**config.mk**
```make
export PLATFORM = sky130hd
export DESIGN_NAME = pc_unit
export DESIGN_NICKNAME = d
export VERILOG_FILES = /design/src/rtl/pc_unit.sv
export SDC_FILE = /design/constraint.sdc
export NUM_CORES = 1
export LEC_CHECK = 0
export CAP_MARGIN = 20
export CORE_MARGIN = 2
export CORE_UTILIZATION = 62
export DETAILED_ROUTE_END_ITERATION = 8
export GPL_TIMING_DRIVEN = 0
export PLACE_DENSITY = 0.86
export SYNTH_ARGS = -nofsm -noshare
export SYNTH_HDL_FRONTEND = slang
export SYNTH_SLANG_ARGS = --single-unit
```
**constraint.sdc**
```tcl
create_clock -name clk -period 19 [get_ports clk]
set_input_delay 2.85 -clock clk [delete_from_list [all_inputs] [get_ports clk]]
set_output_delay 2.85 -clock clk [all_outputs]
set_load 0.05 [all_outputs]
```
**src/rtl/pc_unit.sv**
```systemverilog
// Fetch-stage program counter with absolute/relative/return/trap redirects and a circular RAS.
// Latency: all outputs registered, one cycle after inputs are sampled (ras_empty/ras_full decode the registered count).
// Backpressure: stall holds pc against count only; redirect and reset always take effect.
module pc_unit #(
    parameter int              XLEN         = 32,
    parameter logic [XLEN-1:0] RESET_VECTOR = '0,
    parameter int              STEP         = 4,
    parameter int              RAS_DEPTH    = 4
) (
    input  logic            clk,
    input  logic            reset,
    input  logic            count,
    input  logic            stall,
    input  logic            redirect,
    input  logic [1:0]      mode,
    input  logic            call,
    input  logic [XLEN-1:0] data_in,
    input  logic [XLEN-1:0] trap_vector,
    output logic [XLEN-1:0] pc,
    output logic            misaligned,
    output logic            ras_underflow,
    output logic            ras_empty,
    output logic            ras_full
);

    localparam int              PW         = $clog2(RAS_DEPTH);
    localparam int              CW         = PW + 1;
    localparam logic [XLEN-1:0] STEP_X     = XLEN'(STEP);
    localparam logic [XLEN-1:0] ALIGN_MASK = XLEN'(STEP - 1);

    localparam logic [1:0] MODE_ABS = 2'b00;
    localparam logic [1:0] MODE_REL = 2'b01;
    localparam logic [1:0] MODE_RET = 2'b10;
    localparam logic [1:0] MODE_TRP = 2'b11;

    logic [XLEN-1:0] ras_mem [RAS_DEPTH];
    logic [PW-1:0]   ras_ptr;     // next free slot; top of stack is ras_ptr-1
    logic [CW-1:0]   ras_cnt;

    logic [PW-1:0]   top_idx;
    logic [PW-1:0]   wr_idx;
    logic            ras_has;
    logic [XLEN-1:0] raw_target;
    logic            mis_nxt;
    logic            uf_nxt;
    logic            do_push;
    logic            do_pop;
    logic [XLEN-1:0] pc_nxt;
    logic [PW-1:0]   ptr_nxt;
    logic [CW-1:0]   cnt_nxt;

    always_comb begin
        top_idx    = ras_ptr - PW'(1);
        ras_has    = (ras_cnt != '0);
        raw_target = data_in;
        case (mode)
            MODE_ABS: raw_target = data_in;
            MODE_REL: raw_target = pc + data_in - STEP_X;
            MODE_RET: raw_target = ras_has ? ras_mem[top_idx] : data_in;
            MODE_TRP: raw_target = trap_vector;
            default:  raw_target = data_in;
        endcase

        // the trap vector is trusted, so mode 11 never flags misalignment
        mis_nxt = redirect && (mode != MODE_TRP) && ((raw_target & ALIGN_MASK) != '0);
        uf_nxt  = redirect && (mode == MODE_RET) && !ras_has;
        do_push = redirect && call && !mis_nxt;
        do_pop  = redirect && (mode == MODE_RET) && ras_has && !mis_nxt;

        if (redirect)
            pc_nxt = mis_nxt ? trap_vector : raw_target;
        else if (stall)
            pc_nxt = pc;
        else if (count)
            pc_nxt = pc + STEP_X;
        else
            pc_nxt = pc;

        // a swap (pop+push) rewrites the old top in place
        wr_idx  = do_pop ? top_idx : ras_ptr;
        ptr_nxt = ras_ptr;
        cnt_nxt = ras_cnt;
        if (do_push && !do_pop) begin
            ptr_nxt = ras_ptr + PW'(1);
            if (ras_cnt != CW'(RAS_DEPTH))
                cnt_nxt = ras_cnt + CW'(1);
        end else if (do_pop && !do_push) begin
            ptr_nxt = top_idx;
            cnt_nxt = ras_cnt - CW'(1);
        end
    end

    always_ff @(posedge clk) begin
        if (!reset) begin
            pc            <= RESET_VECTOR;
            ras_ptr       <= '0;
            ras_cnt       <= '0;
            misaligned    <= 1'b0;
            ras_underflow <= 1'b0;
        end else begin
            pc            <= pc_nxt;
            ras_ptr       <= ptr_nxt;
            ras_cnt       <= cnt_nxt;
            misaligned    <= mis_nxt;
            ras_underflow <= uf_nxt;
        end
    end

    always_ff @(posedge clk) begin
        if (reset && do_push)
            ras_mem[wr_idx] <= pc;
    end

    assign ras_empty = (ras_cnt == '0);
    assign ras_full  = (ras_cnt == CW'(RAS_DEPTH));

endmodule
```
==> metrics, run 1 <==
status finished with violations; violations in the final reports design-rule violations; final instance area 12500 um2; Post-Syn Nets 1131; power density cells 87.0 nW/um2; vias 9135; Final Setup Violations 0; clock slew at reported path FFs 70 ps; HP Class flip-flop to flip-flop; Placer Congestion 1.04; Num CTS Buffers 17; Max FO, Critical Path 10; I/O pin total 108; ys flop type edfxtp_1; Layout fillers 1123; Fin Setup TNS 0 ps; WL met3 4280 um; Iteration-0 DRC Markers 1379; grt ovf 0; Total Routed Length 33700 um; number of synthesized flops with an enable pin 128; drt wl/cell 24.7 um; DRT Pass-1 Iters 9; clk_skew 9.37 ps; Worst Setup Start Kind primary input; initial antenna violation count 0; Avg Cell Area, Syn 10.5 um2; CTS tree yes; critical path capture point type flip-flop; Slew @ Worst Pin 998 ps; num rows 47; Mapped Cells 993; slowest CP cell nor4_2; # diodes 0; die height 134 um; unrepaired setup endpoints after global routing false; Slew headroom 33.0%; count of final hold-check violations 0; DRC Markers 3; starting density of the core 63.2%; width of the die 134 um; clk_lat worst skew 440 ps; clk buf depth 2; number of global-route vias before repair 8727; crit path buf inv count 5; CTS sink cnt 167; Leak 4.82 nW; # port buffers 106; synthesis-to-finish area growth 19.9%; Final Net Count 1267; top routing layer in use met4; Routed met2 length 15000 um; first-pass GRT wire length 50500 um; crit path cell chain clkdlybuf4s50_1, o31ai_1, clkbuf_1, mux2_2, o31ai_4, buf_6, and3_1, nand2_1, nor4_2, buf_4, buf_4; Root Buffer clkbuf_16; cts hold-fix bufs 0; most frequent CP cell buf_4; Max Slew Vio Count 0; yosys warns 0; register area share after synthesis 44.2%; post-cts sizing count 0; Post-synth ARST share 0%; H-tree depth 4; Multi-input gate area 5090 um2; cell family with most CP delay buffers and inverters; register bit total from synthesis 167; Overall Power 1.09 mW; Vias/cell 6.71; Netlist cell types 80; post-DP HPWL 24800 um; Arr. time, crit path 6830 ps; die area 17900 um2; fin crit period 6680 ps; Achievable Freq 150 MHz; Worst Setup Path Type primary input to flip-flop; Area after DPL 11900 um2; crit-path max cell delay 910 ps; Core Footprint 16500 um2; fraction of layout cells with a size suffix above 1 9.98%; Max-cap violations 0; Setup Buffers After CTS 0; Max IR drop VDD 0.0952 mV; metal1 wirelength 12600 um; Tot GR Track Use 38.2%; mapped cell area 10500 um2; worst endpoint required time 19150 ps; register area 4620 um2; pin count of the biggest net entering global routing 22; post-route ant nets 0; period utilisation layout 35.1%
[logic make-up (layout without fill, tap and decap cells)]
| kind of cell | after synthesis | in the layout | synth area share [%] |
|---|---|---|---|
| simple gates | 231 | 231 | 11.0 |
| xor+xnor | 50 | 50 | 4.19 |
| compound gates | 245 | 245 | 16.3 |
| mux | 50 | 50 | 8.88 |
| fa+ha+maj | 66 | 66 | 8.05 |
| flops | 167 | 167 | 44.2 |
| buf+inv | 184 | 333 | 7.33 |
[final timing paths]
check,startpoint,slack [ps],to,depth (start not counted)
min,pc[1],580,ras_mem[0][1],0
max,mode[1],12320,ras_mem[2][29],11
max reg2reg,ras_cnt[0],14590,ras_mem[2][29],10
min reg2reg,pc[1],580,ras_mem[0][1],0
[metrics by stage]
stage / instances / hold slack (ps) / setup slack (ps) / utilization, %
2_1_floorplan: 993 / 554 / 10970 / -
3_3_place_gp: 1319 / 558 / 8120 / 71.3
3_5_place_dp: 1330 / 560 / 12040 / 72.2
4_1_cts: 1362 / 572 / 12430 / 75.8
5_1_grt: 1362 / 580 / 12240 / 75.8
6_report: 1362 / 580 / 12320 / 75.8
[worst register-to-register path, cell delays in order, from the launching register on]
cell and delay [ps]:
dfxtp_1 370, o31ai_1 360, clkbuf_1 520, mux2_2 460
o31ai_4 340, buf_6 230, and3_1 230, nand2_1 220
nor4_2 910, buf_4 300, buf_4 180
[where the power goes]
group	internal [mW]	switching, mW	leakage [nW]
clock	0.181	0.159	0.284
sequential	0.406	0.0226	1.49
combinational	0.126	0.195	3.04
[synthesized netlist by cell type (all sizes together) (5+ instances only)]
cell type | n | area share, %
inv | 132 | 4.7
a221oi | 13 | 1.1
o31ai | 7 | 0.63
nor4 | 8 | 0.48
a22o | 8 | 0.67
and2 | 8 | 0.48
nor2 | 60 | 2.3
nand4 | 16 | 0.96
dfxtp | 39 | 7.5
o211ai | 9 | 0.65
o211a | 5 | 0.55
a21oi | 52 | 2.5
a31oi | 12 | 0.72
mux2i | 14 | 1.3
mux4 | 34 | 7.3
and3 | 6 | 0.36
ha | 64 | 7.7
nand2 | 65 | 2.4
nor3 | 13 | 0.78
buf | 18 | 1.2
xor2 | 5 | 0.42
o21a | 5 | 0.36
o21bai | 6 | 0.43
o22ai | 8 | 0.48
xnor2 | 45 | 3.8
a211oi | 8 | 0.57
edfxtp | 128 | 37
nor2b | 6 | 0.36
o21ai | 50 | 2.4
clkbuf | 31 | 1.1
or3 | 11 | 0.66
nand3 | 21 | 1.0
a21o | 26 | 1.9
[area by class of cell]
| class | count | area share [%] |
|---|---|---|
| clock inverters | 13 | 1.09 |
| well taps | 220 | 2.20 |
| flip-flops and latches | 167 | 36.9 |
| clock buffers | 19 | 3.62 |
| plain buffers | 51 | 2.13 |
| repair buffers | 117 | 9.45 |
| inverters | 133 | 3.99 |
| multi-input cells | 642 | 40.6 |
[layout by cell type, fill, tap and decap left out, types with 4 or more instances in the layout]
master,instances
edfxtp_1,128
and3_1,6
o211a_1,4
or3_1,11
nor4_1,6
o22ai_1,8
mux4_2,34
inv_8,4
nand2b_1,4
a21oi_1,52
a221o_1,4
a211oi_1,8
clkbuf_16,17
o21bai_1,6
xor2_1,5
nor2b_1,6
dfxtp_1,39
clkdlybuf4s50_1,106
inv_1,131
mux2i_1,14
a221oi_1,12
nor3_1,11
o211ai_1,9
nand4_1,16
nand2_1,64
a31oi_1,12
xnor2_1,45
nor2_1,56
and2_1,8
ha_1,64
o21ai_0,48
buf_2,7
o21a_1,5
o221ai_1,4
a21o_1,24
clkbuf_1,31
nand3_1,21
buf_4,15
o31ai_1,6
a22o_1,8
[state kept, by name (all words and copies together) (netlist names)]
| signal | cells |
|---|---|
| ras_cnt | 3 |
| pc | 32 |
| ras_underflow | 1 |
| ras_mem | 128 |
| misaligned | 1 |
| ras_ptr | 2 |
[per-layer routing]
layer | global-route usage, % | vias up
li1 | - | 3942
met3 | 10.1 | 171
met2 | 58.0 | 725
met4 | 19.3 | 0
met5 | 0 | -
met1 | 51.1 | 4297
Power figures use the tool's default switching activity.
==> run 2, diff against run 1 <==
CORE_UTILIZATION = 58   (was 62)
PLACE_DENSITY = 0.81   (was 0.86)
clock period = 6.8 ns   (was 19 ns; I/O delays follow)
==> metrics, run 2 (synthesis gave the netlist of run 1 again) <==
# port buffers 106 (unchanged); Reg2Reg Setup Slack 2420 ps (-12170 ps); slowest CP cell nor4_2; Switching Share 34.2% (-0.36 points); Achievable Freq 206 MHz; clock slew at reported path FFs 60 ps (about the same); cell family with most CP delay buffers and inverters; period utilisation layout 71.3%; Reg power frac 40.2% (+0.9 points); die height 138 um (+3.3%); crit-path max cell delay 960 ps (+50 ps); met1 usage 47.1% (-4.0 points); Leak 4.78 nW (-0.78%); Overall Power 2.98 mW (+170%); post-route ant nets 0 (unchanged); post-DP HPWL 24700 um (-0.48%); Hold Crit Depth 0 (unchanged); Iteration-0 DRC Markers 993 (-28%); number of global-route vias before repair 8525 (-2.3%); Pint 1.96 mW (+170%); Area after DPL 11900 um2 (about the same); CTS tree yes; crit path buf inv count 5 (unchanged); most frequent cells in the layout inv_1, edfxtp_1, clkdlybuf4s50_1; Worst Setup Start Kind primary input; vias 8956 (-2.0%); final instance area 12500 um2 (-0.43%); Total Routed Length 32800 um (-2.6%); count of final hold-check violations 0 (unchanged); H-tree depth 4 (unchanged); Root Buffer clkbuf_16; CTS sink cnt 167 (unchanged); Biggest register ras_mem; first-pass GRT wire length 49400 um (-2.2%); Core Footprint 17800 um2 (+8.0%); clk_lat worst skew 430 ps (about the same); clk buf depth 2 (unchanged); Max IR drop VDD 0.242 mV (+150%); worst endpoint required time 6940 ps (-12210 ps); sw power 1.02 mW (+170%); Worst Setup Path Type primary input to flip-flop; synthesis-to-finish area growth 19.3%; CP startpoint mode[1]; clock share of power 29.9% (-1.3 points); power density cells 239 nW/um2 (+170%); clk_skew 11.4 ps (+2.04 ps); status completed; pin count of the biggest net entering global routing 22 (unchanged); min-delay src pc[28]; cts hold-fix bufs 0 (unchanged); Slew @ Worst Pin 1160 ps (+166 ps); Vias/cell 6.54 (-2.5%); fraction of layout cells with a size suffix above 1 9.55% (-0.43 points); Max FO, Critical Path 10 (unchanged); initial antenna violation count 0 (unchanged); drt wl/cell 24.0 um (-3.1%); Placer Congestion 0.978 (-6.1%); Arr. time, crit path 4980 ps (-1850 ps); Max-cap violations 0 (unchanged); Tot GR Track Use 34.1% (-4.1 points); critical path capture point type flip-flop; width of the die 138 um (+3.3%); hold_ws 573 ps (-6.81 ps); max reg flops 128 (unchanged); worst hold endpoint ras_mem[2][28]; post-cts sizing count 0 (unchanged); crit path cell chain clkdlybuf4s50_1, o31ai_1, clkbuf_1, mux2_2, o31ai_4, buf_6, and3_1, nand2_1, nor4_2, buf_4, buf_4; most common cell after layout, fill and taps aside inv_1; Final Setup Violations 0 (unchanged); GRT met2 Usage 51.7% (-6.3 points); DRT Pass-1 Iters 7 (-2); R2R Path End ras_mem[0][29]; Num CTS Buffers 17 (unchanged); FF-to-FF path depth 10 (unchanged); grt ovf 0 (unchanged); r2r startpoint ras_cnt[0]; DRC Markers 0 (-3); most frequent CP cell buf_4; starting density of the core 58.6% (-4.7 points); fin crit period 4850 ps; Final Net Count 1266 (-0.079%); # diodes 0 (unchanged); I/O pin total 108 (unchanged); met3 usage 8.38% (-1.7 points); Slew headroom 21.8% (-11 points); Logic pwr share 29.9% (+0.4 points); unrepaired setup endpoints after global routing false; Max Slew Vio Count 0 (unchanged); die area 19100 um2 (+6.7%); global routing's busiest layer met2; num rows 49 (+4.3%); top flop regs ras_mem: 128 flops, pc: 32 flops, ras_cnt: 3 flops; HP Class flip-flop to flip-flop; Setup Buffers After CTS 0 (unchanged)
==> run 2: cell types whose count changed in the layout (fill, tap and decap cells not counted), sizes merged <==
| cell | delta |
|---|---|
| buf | -1 |
| clkinv | +1 |
| clkinvlp | +1 |
| inv | -2 |
==> run 2: layer usage <==
metal / vias up / share of wire (%) / routed length (um)
li1: 3930 / - / -
met1: 4295 / 40 / 13200
met2: 622 / 45 / 14700
met3: 109 / 11 / 3710
met4: 0 / 3.8 / 1250
met5: - / 0 / 0
==> run 2: worst max-delay path by stage <==
stage,slack [ps],to,cells past startpoint
global route,1810,ras_mem[0][26],11
CTS,1980,ras_mem[0][29],11
floorplan,600,ras_mem[2][0],8
global placement,-2240,ras_mem[0][25],9
finish,1950,ras_mem[0][29],11
detailed placement,1610,ras_mem[0][23],11
==> run 2: cell type report <==
cell class	instances	area, um2
timing repair buffer	116	1180
fill	1346	5370
sequential	167	4620
clock inverter	13	98.8
buffer	51	267
multi-input combinational	642	5090
tap	229	287
clock buffer	19	433
inverter	133	499
==> run 2: per-stage QoR <==
step / worst slack (ps) / TNS (ps) / util, % / instances
after global routing: 1810 / 0 / 69.9 / 1370
final: 1950 / 0 / 69.9 / 1370
after detailed placement: 1610 / 0 / 66.9 / 1338
after floorplan: 600 / 0 / - / 993
after CTS: 1980 / 0 / 69.9 / 1370
after global placement: -2240 / -142090 / 66.1 / 1328
==> run 2: power groups by stage <==
stage / sequential [mW] / clock [mW] / combinational [mW]
finish: 1.20 / 0.892 / 0.890
global placement: 1.21 / 0 / 0.852
global route: 1.20 / 0.929 / 0.958
floorplan: 1.25 / 0 / 0.541
CTS: 1.19 / 0.894 / 0.869
detailed placement: 1.21 / 0 / 0.863
==> edit: new RTL, config.mk and constraints of run 2 <==
Register the input `mode` before use, cleared by the reset. The logic sees it one clock later. The other inputs are not delayed to match.
--- a/src/rtl/pc_unit.sv
+++ b/src/rtl/pc_unit.sv
@@ -35,2 +35,12 @@
 
+    logic [1:0] mode_q;
+
+    always_ff @(posedge clk) begin
+        if (!reset) begin
+            mode_q <= '0;
+        end else begin
+            mode_q <= mode;
+        end
+    end
+
     logic [XLEN-1:0] ras_mem [RAS_DEPTH];
@@ -55,3 +65,3 @@
         raw_target = data_in;
-        case (mode)
+        case (mode_q)
             MODE_ABS: raw_target = data_in;
@@ -64,6 +74,6 @@
         // the trap vector is trusted, so mode 11 never flags misalignment
-        mis_nxt = redirect && (mode != MODE_TRP) && ((raw_target & ALIGN_MASK) != '0);
-        uf_nxt  = redirect && (mode == MODE_RET) && !ras_has;
+        mis_nxt = redirect && (mode_q != MODE_TRP) && ((raw_target & ALIGN_MASK) != '0);
+        uf_nxt  = redirect && (mode_q == MODE_RET) && !ras_has;
         do_push = redirect && call && !mis_nxt;
-        do_pop  = redirect && (mode == MODE_RET) && ras_has && !mis_nxt;
+        do_pop  = redirect && (mode_q == MODE_RET) && ras_has && !mis_nxt;
 
Formal check against the unedited RTL: not equivalent (a bounded check fails within 4 cycles, from zero or initial values and one cycle with reset low).
==> edit against run 2 <==
- clock power rose by 7.5%
- sequential share of layout area rose by 0.69 points
- critical path depth rose by 4
- synthesized area fell by 1.6%
- wire length fell by 2.8%
- power fell by 0.10%
- sequential cell count rose by 2
- final area fell by 0.97%
- combinational power fell by 7.2%
- worst setup slack improved by 280 ps
==> edit: results <==
metrics = {
    "clocking": {
        "cts_sinks": 169,
        "worstSkewPairLatency_ps": 450,
    },
    "worst_hold_path": {
        "worstHoldStart": "pc[23]",
        "min_to": "ras_mem[0][23]",
    },
    "route": {
        "finalWirelength_um": 31900,
        "vias": 8732,
        "firstDrtPassIters": 6,
        "drt_iter0_markers": 1040,
        "avgRoutedWirePerCell_um": 23.44,
    },
    "synthesis": {
        "ys_types": 64,
        "ys_top_cells_by_area": "edfxtp_1, dfxtp_1, ha_1, mux4_2, inv_1",
        "yosys-mux-area-fraction_pct": 9.246,
        "synth_compound_gate_area_share_pct": 15.13,
        "synth_xor_xnor_area_share_pct": 4.769,
        "yosys-top-cells-count": "inv_1, edfxtp_1, nand2_1",
        "syn_nets": 1128,
        "postSynthAreaPerCell_um2": 10.39,
        "synthAdderAreaFrac_pct": 8.175,
    },
    "run_status": {
        "status": "complete, no violations",
    },
    "critical_path": {
        "slowest_delay_ps": 570,
        "reg2reg_slack_ps": 2540,
        "reg2reg_to": "ras_cnt[2]",
        "r2r_cells": 17,
        "crit_fanout": 8,
        "crit_path_end": "pc[29]",
        "critical_path_arrival_ps": 4900,
    },
    "global_route": {
        "grt_pass1_vias": 8620,
        "met1_usage_pct": 46.10,
        "grt_usage_pct": 35.39,
        "grt_pass1_wl_um": 48210,
        "grt_max_degree": 19,
        "use_met3_pct": 7.963,
    },
    "sta": {
        "maxSlewHeadroom_pct": 24.24,
        "skew_ps": 11.66,
    },
    "place": {
        "dp.final_hpwl_um": 23640,
        "gp_congestion": 0.9779,
        "place_area_um2": 11770,
    },
    "pwr": {
        "p_leak_nw": 4.719,
        "combPwrFrac_pct": 27.8,
        "intPower_mw": 1.960,
        "peakVddDrop_mv": 0.1861,
        "p_seq_share_pct": 40.0,
        "p_comb_mw": 0.826,
    },
    "layout": {
        "fillers": 1306,
        "seq_area_um2": 4664,
        "seq_share_pct": 37.76,
        "nonClkBufAreaFrac_pct": 11.21,
        "nMultiInputCombCells": 640,
        "drive_gt1_share_pct": 8.099,
        "nets": 1261,
    },
}
## edit: changes by cell type after synthesis, sizes merged, moves of 7 or more
| cell | delta |
|---|---|
| o21ai | -10 |
| a21oi | +12 |
| nand2 | +19 |
| buf | -7 |
| and3 | +7 |
| nor2 | -8 |
## edit: routing by layer
metal / up-vias / wire length [um] / part of all wire (%)
li1: 3895 / - / -
met1: 4128 / 12230 / 38
met2: 578 / 14560 / 46
met3: 131 / 3477 / 11
met4: 0 / 1634 / 5.1
met5: - / 0 / 0
## edit: metrics by stage
step | setup slack (ps) | hold WS (ps)
final | 2232 | 563.2
after CTS | 2325 | 566.2
after detailed placement | 1891 | 553.3
after floorplan | 1697 | 512.7
after global placement | -857.1 | 538.6
after global routing | 1959 | 585.1
## edit: cell families (layout without fill, tap and decap cells)
family | after synthesis | in the layout
AOI/OAI and AO/OA | 236 | 236
buffers and inverters | 181 | 327
adders and majority gates | 66 | 66
DFF | 169 | 169
and+or+nand+nor | 231 | 231
muxes | 51 | 51
xor gates and xnor gates | 56 | 56
